`config.mk`:
```
export PLATFORM = sky130hd
export DESIGN_NAME = pll_sweep_seq
export DESIGN_NICKNAME = d
export VERILOG_FILES = /design/src/rtl/pll_sweep_seq.sv
export SDC_FILE = /design/constraint.sdc
export NUM_CORES = 1
export LEC_CHECK = 0
export CAP_MARGIN = 20
export CORE_AREA = 3 3 576 578
export CTS_BUF_LIST = sky130_fd_sc_hd__clkbuf_2
export DETAILED_ROUTE_END_ITERATION = 7
export DIE_AREA = 0 0 579 581
export PLACE_DENSITY = 0.3
export SETUP_SLACK_MARGIN = 0.02
export SYNTH_ARGS = -nofsm -noshare
export SYNTH_HDL_FRONTEND = slang
export SYNTH_SLANG_ARGS = --single-unit
```
`constraint.sdc`:
```
create_clock -name i_clk -period 3.9 [get_ports i_clk]
set_clock_uncertainty 0.2 [all_clocks]
set_input_delay 0.585 -clock i_clk [delete_from_list [all_inputs] [get_ports i_clk]]
set_output_delay 0.585 -clock i_clk [all_outputs]
set_load 0.02 [all_outputs]
```
`src/rtl/pll_sweep_seq.sv`:
```
// pll_sweep_seq
// Steps a PLL through a table of frequency settings by driving the Altera
// pll_reconfig management port. Each reconfiguration writes the M/K/C
// counters, pulses pll_reset, waits for lock and then applies any phase
// offset relative to the phase the PLL holds after reset.
//
// Ports
//   i_clk, i_reset        clock and synchronous active-high reset
//   i_cfg_table           entry e = {Ph,C,K,M}, 32 bits each, M at [e*128+:32]
//   i_cmd_valid/o_cmd_ready, i_cmd_op, i_cmd_index   command interface
//                         (0 up, 1 down, 2 reapply, 3 auto start,
//                          4 phase+, 5 phase-, 6 goto)
//   i_fail                tester failure flag for automatic stepping
//   i_locked              PLL lock indication
//   i_mgmt_waitrequest, o_mgmt_write, o_mgmt_address, o_mgmt_writedata
//                         Avalon-MM write master into pll_reconfig
//   o_pll_reset           PLL reset pulse
//   o_busy, o_done, o_lock_err   progress / completion / lock timeout
//   o_pos, o_phase_tgt, o_auto_mode, o_phase_mode   current settings
module pll_sweep_seq #(
  parameter int N_ENTRIES    = 11,
  parameter int N_OUTCLK     = 2,
  parameter int PH_BASE      = 29,
  parameter int PH_CNT       = 1,
  parameter int PH_MAX       = 100,
  parameter int GAP          = 8,
  parameter int RST_LEN      = 8,
  parameter int LOCK_TIMEOUT = 1000000,
  localparam int IW = (N_ENTRIES > 1) ? $clog2(N_ENTRIES) : 1
) (
  input  logic                   i_clk,
  input  logic                   i_reset,
  input  logic [N_ENTRIES*128-1:0] i_cfg_table,
  input  logic                   i_cmd_valid,
  output logic                   o_cmd_ready,
  input  logic [2:0]             i_cmd_op,
  input  logic [IW-1:0]          i_cmd_index,
  input  logic                   i_fail,
  input  logic                   i_locked,
  input  logic                   i_mgmt_waitrequest,
  output logic                   o_mgmt_write,
  output logic [5:0]             o_mgmt_address,
  output logic [31:0]            o_mgmt_writedata,
  output logic                   o_pll_reset,
  output logic                   o_busy,
  output logic                   o_done,
  output logic                   o_lock_err,
  output logic [IW-1:0]          o_pos,
  output logic [7:0]             o_phase_tgt,
  output logic                   o_auto_mode,
  output logic                   o_phase_mode
);

  typedef enum logic [2:0] {
    S_IDLE, S_WR, S_GAP, S_PRST, S_LOCKW, S_PHCALC, S_DONE
  } state_t;

  // Main write list: 4 fixed writes, one per output counter, 3 trailing.
  localparam int NMAIN = N_OUTCLK + 7;
  localparam logic [IW-1:0] LAST = IW'(N_ENTRIES - 1);

  state_t        r_state, w_stateNxt;
  logic [7:0]    r_wIdx, w_wIdxNxt;
  logic          r_phSeg, w_phSegNxt;
  logic          r_postRst, w_postRstNxt;
  logic [31:0]   r_cnt, w_cntNxt;
  logic [IW-1:0] r_pos, w_posNxt;
  logic [7:0]    r_phaseTgt, w_phaseTgtNxt;
  logic          r_autoMode, w_autoModeNxt;
  logic          r_phaseMode, w_phaseModeNxt;
  logic          r_lockErr, w_lockErrNxt;
  logic          w_start;

  logic [95:0]   w_mkc [N_ENTRIES];
  logic [7:0]    w_ph  [N_ENTRIES];
  logic [IW-1:0] w_posUp, w_posDn;
  logic signed [9:0] w_d;
  logic [9:0]    w_dU, w_mag;
  logic          w_neg;
  logic [31:0]   w_phWord;
  logic [5:0]    w_addr;
  logic [31:0]   w_data;
  logic          w_unused;

  // Unpack the flat table into {C,K,M} and the low 8 phase bits per entry.
  for (genvar e = 0; e < N_ENTRIES; e++) begin : g_tbl
    assign w_mkc[e] = i_cfg_table[e*128 +: 96];
    assign w_ph[e]  = i_cfg_table[e*128+96 +: 8];
  end

  assign w_posUp = r_pos + 1'b1;
  assign w_posDn = r_pos - 1'b1;

  // Phase offset relative to the post-reset phase, as sign + magnitude.
  assign w_d      = $signed({2'b00, r_phaseTgt}) - 10'(PH_BASE);
  assign w_dU     = w_d;
  assign w_neg    = w_d[9];
  assign w_mag    = w_neg ? (~w_dU + 10'd1) : w_dU;
  assign w_phWord = {10'd0, w_neg, 5'(PH_CNT), 7'd0, w_mag[8:0]};
  assign w_unused = ^{i_cfg_table, w_mag[9]};

  // Address/data of the write selected by the list segment and index.
  always_comb begin
    w_addr = 6'd0;
    w_data = 32'd0;
    if (r_phSeg) begin
      if (r_wIdx == 8'd1) begin
        w_addr = 6'd6;
        w_data = w_phWord;
      end else if (r_wIdx == 8'd2) begin
        w_addr = 6'd2;
      end
    end else begin
      if (r_wIdx == 8'd1) begin
        w_addr = 6'd4;
        w_data = w_mkc[r_pos][31:0];
      end else if (r_wIdx == 8'd2) begin
        w_addr = 6'd7;
        w_data = w_mkc[r_pos][63:32];
      end else if (r_wIdx == 8'd3) begin
        w_addr = 6'd3;
        w_data = 32'h0001_0000;
      end else if (32'(r_wIdx) >= 4 && 32'(r_wIdx) < 4 + N_OUTCLK) begin
        w_addr = 6'd5;
        w_data = w_mkc[r_pos][95:64] | ((32'(r_wIdx) - 32'd4) << 18);
      end else if (32'(r_wIdx) == 4 + N_OUTCLK) begin
        w_addr = 6'd9;
        w_data = 32'd1;
      end else if (32'(r_wIdx) == 5 + N_OUTCLK) begin
        w_addr = 6'd8;
        w_data = 32'd7;
      end else if (32'(r_wIdx) == 6 + N_OUTCLK) begin
        w_addr = 6'd2;
      end
    end
  end

  // Next-state logic. Commands outrank the automatic step; any command that
  // actually changes something restarts the full write list at index 0.
  always_comb begin
    w_stateNxt     = r_state;
    w_wIdxNxt      = r_wIdx;
    w_phSegNxt     = r_phSeg;
    w_postRstNxt   = r_postRst;
    w_cntNxt       = r_cnt;
    w_posNxt       = r_pos;
    w_phaseTgtNxt  = r_phaseTgt;
    w_autoModeNxt  = r_autoMode;
    w_phaseModeNxt = r_phaseMode;
    w_lockErrNxt   = r_lockErr;
    w_start        = 1'b0;
    case (r_state)
      S_IDLE: begin
        if (i_cmd_valid) begin
          case (i_cmd_op)
            3'd0: if (r_pos != LAST) begin
              w_posNxt = w_posUp; w_phaseTgtNxt = w_ph[w_posUp];
              w_phaseModeNxt = 1'b0; w_autoModeNxt = 1'b0; w_start = 1'b1;
            end
            3'd1: if (r_pos != '0) begin
              w_posNxt = w_posDn; w_phaseTgtNxt = w_ph[w_posDn];
              w_phaseModeNxt = 1'b0; w_autoModeNxt = 1'b0; w_start = 1'b1;
            end
            3'd2: begin
              if (!r_phaseMode) w_phaseTgtNxt = w_ph[r_pos];
              w_start = 1'b1;
            end
            3'd3: begin
              w_posNxt = '0; w_phaseTgtNxt = w_ph[0];
              w_phaseModeNxt = 1'b0; w_autoModeNxt = 1'b1; w_start = 1'b1;
            end
            3'd4: if (32'(r_phaseTgt) < PH_MAX) begin
              w_phaseTgtNxt = r_phaseTgt + 8'd1;
              w_phaseModeNxt = 1'b1; w_autoModeNxt = 1'b0; w_start = 1'b1;
            end
            3'd5: if (r_phaseTgt != 8'd0) begin
              w_phaseTgtNxt = r_phaseTgt - 8'd1;
              w_phaseModeNxt = 1'b1; w_autoModeNxt = 1'b0; w_start = 1'b1;
            end
            3'd6: if (32'(i_cmd_index) < N_ENTRIES) begin
              w_posNxt = i_cmd_index; w_phaseTgtNxt = w_ph[i_cmd_index];
              w_phaseModeNxt = 1'b0; w_autoModeNxt = 1'b0; w_start = 1'b1;
            end
            default: ;
          endcase
        end else if (r_autoMode && i_fail && r_pos != LAST) begin
          w_posNxt = w_posUp; w_phaseTgtNxt = w_ph[w_posUp];
          w_phaseModeNxt = 1'b0; w_start = 1'b1;
        end
        if (w_start) begin
          w_stateNxt = S_WR; w_wIdxNxt = 8'd0;
          w_phSegNxt = 1'b0; w_postRstNxt = 1'b0;
        end
      end
      S_WR: if (!i_mgmt_waitrequest) begin
        w_stateNxt = S_GAP; w_cntNxt = 32'(GAP - 1);
      end
      S_GAP: begin
        if (r_cnt != 32'd0) begin
          w_cntNxt = r_cnt - 32'd1;
        end else if (r_postRst) begin
          w_stateNxt = S_LOCKW; w_cntNxt = 32'd0; w_postRstNxt = 1'b0;
        end else if (r_phSeg && r_wIdx == 8'd2) begin
          w_stateNxt = S_DONE;
        end else if (!r_phSeg && 32'(r_wIdx) == NMAIN - 1) begin
          w_stateNxt = S_PRST; w_cntNxt = 32'(RST_LEN - 1);
        end else begin
          w_stateNxt = S_WR; w_wIdxNxt = r_wIdx + 8'd1;
        end
      end
      S_PRST: begin
        if (r_cnt != 32'd0) begin
          w_cntNxt = r_cnt - 32'd1;
        end else begin
          w_stateNxt = S_GAP; w_cntNxt = 32'(GAP - 1); w_postRstNxt = 1'b1;
        end
      end
      S_LOCKW: begin
        if (i_locked) begin
          w_stateNxt = S_PHCALC;
        end else if (r_cnt == 32'(LOCK_TIMEOUT - 1)) begin
          w_stateNxt = S_IDLE; w_lockErrNxt = 1'b1;
        end else begin
          w_cntNxt = r_cnt + 32'd1;
        end
      end
      S_PHCALC: begin
        if (w_d == 10'sd0) begin
          w_stateNxt = S_DONE;
        end else begin
          w_stateNxt = S_WR; w_phSegNxt = 1'b1; w_wIdxNxt = 8'd0;
        end
      end
      S_DONE: begin
        w_lockErrNxt = 1'b0;
        w_stateNxt = S_IDLE;
      end
      default: w_stateNxt = S_IDLE;
    endcase
  end

  // State register; reset reloads the entry-0 phase straight from the table.
  always_ff @(posedge i_clk) begin
    if (i_reset) begin
      r_state     <= S_IDLE;
      r_wIdx      <= 8'd0;
      r_phSeg     <= 1'b0;
      r_postRst   <= 1'b0;
      r_cnt       <= 32'd0;
      r_pos       <= '0;
      r_phaseTgt  <= w_ph[0];
      r_autoMode  <= 1'b0;
      r_phaseMode <= 1'b0;
      r_lockErr   <= 1'b0;
    end else begin
      r_state     <= w_stateNxt;
      r_wIdx      <= w_wIdxNxt;
      r_phSeg     <= w_phSegNxt;
      r_postRst   <= w_postRstNxt;
      r_cnt       <= w_cntNxt;
      r_pos       <= w_posNxt;
      r_phaseTgt  <= w_phaseTgtNxt;
      r_autoMode  <= w_autoModeNxt;
      r_phaseMode <= w_phaseModeNxt;
      r_lockErr   <= w_lockErrNxt;
    end
  end

  // Write strobe and PLL reset are gated by reset so an abort takes effect
  // in the cycle reset is raised rather than one edge later.
  assign o_cmd_ready      = (r_state == S_IDLE);
  assign o_mgmt_write     = (r_state == S_WR) && !i_reset;
  assign o_mgmt_address   = w_addr;
  assign o_mgmt_writedata = w_data;
  assign o_pll_reset      = (r_state == S_PRST) && !i_reset;
  assign o_busy           = (r_state != S_IDLE);
  assign o_done           = (r_state == S_DONE);
  assign o_lock_err       = r_lockErr;
  assign o_pos            = r_pos;
  assign o_phase_tgt      = r_phaseTgt;
  assign o_auto_mode      = r_autoMode;
  assign o_phase_mode     = r_phaseMode;

endmodule

```
# Word-level counts from Yosys, hierarchy flattened
# Index checks and enable logic that the tools add are counted.
# W data, S select, Z words.
dict set report word_totals {
  in_bits 1421
  output_inout_bits 58
  ff_bits 60
}
dict set report op_classes {
  add_sub_neg 10
  n_bitwise 6
  n_mux 107
  magnitude_cmp 8
  reduce_logical 36
  eq_ne 53
}
# op count
set ops {}
lappend ops {{$mux W32} 13}
lappend ops {{$bmux W96 S4} 1}
lappend ops {{$mux W8} 24}
lappend ops {{$mux W96} 2}
lappend ops {{$bmux W8 S4} 4}
lappend ops {{$pmux W32 S4} 1}
lappend ops {{$pmux W8 S7} 1}
lappend ops {{$mux W4} 11}
lappend ops {{$mux W3} 12}
lappend ops {{$ne A4 B4 Y1 const B} 9}
lappend ops {{$add A32 B1 Y32 const B} 1}
lappend ops {{$eq A32 B20 Y1 const B} 1}
lappend ops {{$or A32 B32 Y32} 1}
lappend ops {{$reduce_bool A32 Y1} 1}
lappend ops {{$sub A32 B1 Y32 const B} 1}
lappend ops {{$ne A2 B2 Y1 const B} 15}
lappend ops {{$pmux W8 S3} 1}
lappend ops {{$mux W1} 23}
lappend ops {{$mux W22} 1}
lappend ops {{$ge A5 B5 Y1 const B} 4}
lappend ops {{$not A4 Y5} 4}
lappend ops {{$eq A3 B3 Y1 const B} 6}
lappend ops {{$ne A3 B3 Y1 const B} 6}
lappend ops {{$pmux W1 S6} 3}
lappend ops {{46 further kinds} 74}

# Longest topological paths before layout
dict set report logic_depth {
  ltp_word 10
  depth_mapped 15
  mapped_depth_nobuf 9
}

# Worst setup path after synthesis
# OpenSTA, ideal clock, no wires.
dict set report synth_path {
  kind {reg-to-reg}
  startpoint {register r_pos[1] (netlist: o_pos[1])}
  endpoint {register r_phaseTgt[1] (netlist: o_phase_tgt[1]), data pin}
  setup_time_ns 0.261
  t_required_ns 3.439
  period_less_slack_ns 4.300
  stages_incl_launch_ff 15
  path_slack_ns -0.400
  t_arrival_ns 3.839
  cell_sequence {dfxtp_1 > buf_2 > buf_2 > buf_1 > clkbuf_1 > inv_1 > ha_1 > clkbuf_1 > clkbuf_1 > mux2i_1 > nor2_1 > a21oi_1 > nor2_1 > nor4_1 > nor2_1}
}
dict set report synth_between {
  elab_chain_len 10
  elab_cells_between_ends 22
}
# item line_no
set synth_rtl {}
lappend synth_rtl {{start: declaration} 67} ;# logic [IW-1:0] r_pos, w_posNxt;
lappend synth_rtl {{start signal: assignment} 261} ;# r_pos <= w_posNxt;
lappend synth_rtl {{$sub A4 B1 Y4 or $add A4 B1 Y4 (tied branches)} {92, 91}}
lappend synth_rtl {{$not A4 Y5 (on tied branches)} {161, 157, 187}}
lappend synth_rtl {{$bmux W8 S4 (on tied branches)} {161, 157, 187}}
lappend synth_rtl {{$mux W8 (on tied branches) (2 in a row)} {161, 157, 187}}
lappend synth_rtl {{$mux W8 (on tied branches)} {160, 156}}
lappend synth_rtl {{$pmux W8 S7} 155} ;# case (i_cmd_op)
lappend synth_rtl {{$mux W8 *} 154} ;# if (i_cmd_valid) begin
lappend synth_rtl {{$mux W8 *} 152} ;# case (r_state)
lappend synth_rtl {{$mux W8 *} 244} ;# if (i_reset) begin
lappend synth_rtl {{end signal: assignment} 251} ;# r_phaseTgt <= w_ph[0];
lappend synth_rtl {{end signal: assignment} 262} ;# r_phaseTgt <= w_phaseTgtNxt;
lappend synth_rtl {{end: declaration} 68} ;# logic [7:0] r_phaseTgt, w_phaseTgtNxt;
# Every way passes the cells marked *; elsewhere a longest branch is shown, timed or not. The select of a mux whose other input is x is not followed.
# A chain may end at the register's enable or synchronous reset.

# Worst setup path in the final report
dict set report layout_path {
  startpoint {register r_pos[0] (netlist: o_pos[0])}
  endpoint {output port o_mgmt_writedata[1]}
}
dict set report layout_between {
  elab_chain_len 10
}
# item line_no
set layout_rtl {}
lappend layout_rtl {{$not A4 Y5 (implied by the code) *} {116, 119, 125}}
lappend layout_rtl {{$bmux W96 S4 *} {116, 119, 125}}
lappend layout_rtl {{$mux W96 (implied by the code) * (2 in a row)} 125} ;# w_data = w_mkc[r_pos][95:64] | ((32'(r_wIdx) - 32'd4) << 18);
lappend layout_rtl {{$or A32 B32 Y32} 125}
lappend layout_rtl {{$mux W32} 123} ;# end else if (32'(r_wIdx) >= 4 && 32'(r_wIdx) < 4 + N_OUTCLK) begin
lappend layout_rtl {{$mux W32} 120} ;# end else if (r_wIdx == 8'd3) begin
lappend layout_rtl {{$mux W32} 117} ;# end else if (r_wIdx == 8'd2) begin
lappend layout_rtl {{$mux W32 *} 114} ;# if (r_wIdx == 8'd1) begin
lappend layout_rtl {{$mux W32 *} 106} ;# if (r_phSeg) begin
lappend layout_rtl {{end: declaration} 43} ;# output logic [31:0] o_mgmt_writedata,
# Marks and branches as above.

==> out/metrics.yaml <==
run_status:
  outcome: "complete, but fails checks"
  violations: "negative setup slack"
place:
  place_congestion: 0.904
  portBuffers: 1212
  dp_hpwl_mm: 242
  place_area_um2: 37400
  place_inst: 7630
  pre_cts_slack_ps: -1220
routing:
  drc: 0
  antenna_left: 0
  drtIter0Drc: 1926
  dr.pass1.iters: 7
  wl_mm: 269
  routedWlPerCell_um: 34.2
  via_per_inst: 3.31
  vias: 26100
cells_and_area:
  fin_nets: 4855
  fin_util_pct: 12.5
  fin_area_um2: 40900
  synthToLayoutAreaGrowth_pct: 132
  stdcell_count: 7866
  layout-drive-gt1-share_pct: 28.0
run:
  maxCapViolations: 0
cts:
  numCtsBuffers: 9
  cts_buffer_depth: 2
  clk_pin_slew_ps: 220
  htree_levels: 3
  cts_tree: "built"
  clkLatencyLatePin_ps: 740
  cts_root_buf: "clkbuf_2"
  cts.sinks: 60
  hold_buffers: 0
synth:
  syn-cell-area_um2: 17600
  ys.flop_type: "dfxtp_1"
  seq_area_frac_synth_pct: 7.26
  synthArstFlopShare_pct: 0
  ys_warn_count: 0
  postSynthCellCount: 2007
  synthDistinctLibCells: 84
  syn_area_per_cell_um2: 8.79
  synth_edf_count: 8
  synth-seq-cells: 60
die:
  rows: 210
  start_util_pct: 5.39
  dieArea_um2: 336000
  io_pins: 1479
  dieWidth_um: 579
  fp.coreArea_um2: 327000
  dieHeight_um: 581
critical_path:
  path_class: "reg2out"
  crit_family: "multiplexers"
  crit_required_ps: 3120
  cp_max_fo: 6
  endpoint_kind: "output pin"
  crit_arrival_ps: 3490
  crit_chain: "buf_12, buf_16, buf_8, mux4_2, mux2_2, o211ai_1, and3_4, o32ai_2, buf_4, buf_12"
  cp_num_buf_inv: 5
  crit_slowest_cell: "mux4_2"
  crit_top_cell: "buf_12"
  max_stage_delay_ps: 570
  startpoint_type: "flop"
timing:
  tightest_slew_ps: 907
  period_needed_ps: 4270
  fin_ws_ps: -372
  fmax_mhz: 234
  slew_violations: 0
  min_period_over_period_pct: 110
  max-slew-margin-rel_pct: 38.9
  rsz0062_at_grt: "true"
  finalHoldViolations: 0
  finalSetupViolCount: 32
min_path:
  hp-class: "in2reg"
grt:
  grt_pass1_wl_mm: 324
  grt_overflow_total: 0
  antenna_found_initial: 271
  grt_pass1_vias: 26200
  grt_util_all_layers_pct: 15.2
  grt_max_degree: 75
power_and_ir_drop:
  vdd_ir_drop_max_v: 0.000201
  powerDensity_nw_per_um2: 315
  p_leak_nw: 12.6
  power_mw: 12.9
==> synthesized netlist by cell type (all sizes together), types with 5 or more instances <==
cell type	number	area [µm²]
nand3	31	155
a21oi	171	867
a22oi	20	150
a221oi	21	184
clkbuf	136	510
a32oi	5	43.8
a31oi	17	106
a21o	6	45.0
mux4	256	5770
and4	7	61.3
o2bb2ai	6	52.6
dfxtp	52	1040
o211ai	13	97.6
nand2	104	390
o31ai	12	95.1
a211o	5	43.8
and3b	5	43.8
mux2i	225	2250
buf	94	452
o22ai	117	732
or4	14	105
and3	14	87.6
a221o	8	80.1
a211oi	36	300
o221ai	16	140
edfxtp	8	240
nand2b	9	56.3
nor4	27	190
nor3	69	350
xnor2	15	131
o32ai	13	114
ha	19	238
o41ai	5	51.3
inv	29	109
or3	13	86.3
mux2	19	214
xor2	14	123
a2111oi	9	78.8
nand4	15	93.8
and2	5	31.3
nor2b	12	75.1
or2	7	43.8
nand3b	9	67.6
nor2	213	800
o21ai	54	270
==> logic make-up after synthesis <==
| logic type | after synthesis | share of synthesized area, % |
|---|---|---|
| xor gates and xnor gates | 29 | 1.44 |
| other | 1 | 0.0213 |
| muxes | 500 | 46.7 |
| and+or+nand+nor | 568 | 15.7 |
| adders and majority gates | 19 | 1.35 |
| buffers and inverters | 259 | 6.07 |
| DFF | 60 | 7.26 |
| AOI/OAI and AO/OA | 571 | 21.5 |
==> where the power goes <==
group | internal [mW] | switching (mW)
Clock | 0.151 | 0.333
Sequential | 0.705 | 0.170
Combinational | 5.36 | 6.19
==> placed cells by master (no fill, tap or decap), types with 18 or more instances in the layout <==
cell             Yosys  layout
mux2_2              19      18
buf_12               0      75
diode_2              0     100
dfxtp_1             52      41
o21ai_0             54      44
a211oi_1            30      25
nor2_1             213     199
mux4_2             256     256
ha_1                19      18
nor4_1              25      25
a21oi_1            170     160
mux2i_1            225     199
buf_6                6      46
buf_4                3     283
nand2_1            104     103
clkdlybuf4s50_1      0    1173
nand3_1             31      30
o22ai_1            117      60
nor3_1              68      47
o22ai_2              0      40
inv_1               29      28
==> final timing paths <==
kind	from	to	slack, ps	cells past startpoint
worst max-delay path	o_pos[0]	o_mgmt_writedata[1]	-370	10
worst min-delay path	i_reset	o_pos[3]	100	2
worst max register to register	o_pos[0]	o_phase_tgt[2]	190	15
worst min register to register	r_cnt[26]	r_cnt[26]	360	2
==> routing by layer <==
metal / up-vias / track usage, % / share of wire [%]
li1: 11100 / - / -
met1: 12800 / 16.9 / 38
met2: 1553 / 26.6 / 49
met3: 507 / 4.14 / 6.8
met4: 96 / 7.18 / 6.4
met5: - / 0 / 0.24
==> worst reg2reg max path: stages (launching register included) <==
cell and delay [ps]:
dfxtp_4 440, buf_12 120, clkbuf_16 180, buf_8 140, clkbuf_16 160, clkinvlp_4 110
buf_12 160, ha_1 480, buf_6 280, mux2i_1 230, nor2_1 50, a21oi_1 140
o22ai_1 120, a2111oi_0 370, a21oi_1 160, buf_4 170
==> cell type report <==
| type | count | area (µm²) |
|---|---|---|
| clock buffers | 11 | 55.1 |
| multi-input cells | 1689 | 16800 |
| inverters | 29 | 113 |
| diodes | 100 | 250 |
| clock inverters | 5 | 52.6 |
| flip-flops and latches | 60 | 1310 |
| fillers | 37500 | 286000 |
| well taps | 4346 | 5440 |
| repair buffers | 1626 | 17000 |
==> stage by stage <==
step,TNS [ps],hold WS (ps)
global route,-12760,59.2
floorplan,0,284
finish,-7310,100
CTS,-12900,4.65
detailed placement,-3060,328
global placement,-3640,317
==> registers in the layout (all words and copies together), names as in the netlist <==
name          cells
o_phase_tgt       8
o_lock_err        1
r_state           3
o_auto_mode       1
r_cnt            32
r_wIdx            8
o_pos             4
r_postRst         1
o_phase_mode      1
r_phSeg           1
==> repair_timing <==
item | CTS | global route
pin swaps | 18 | 86
setup buffers | 35 | 76
setup endpoints to repair | 38 | 35
resized for setup | 176 | 201
gates cloned | 6 | 11
(Power assumes the default switching activity.)
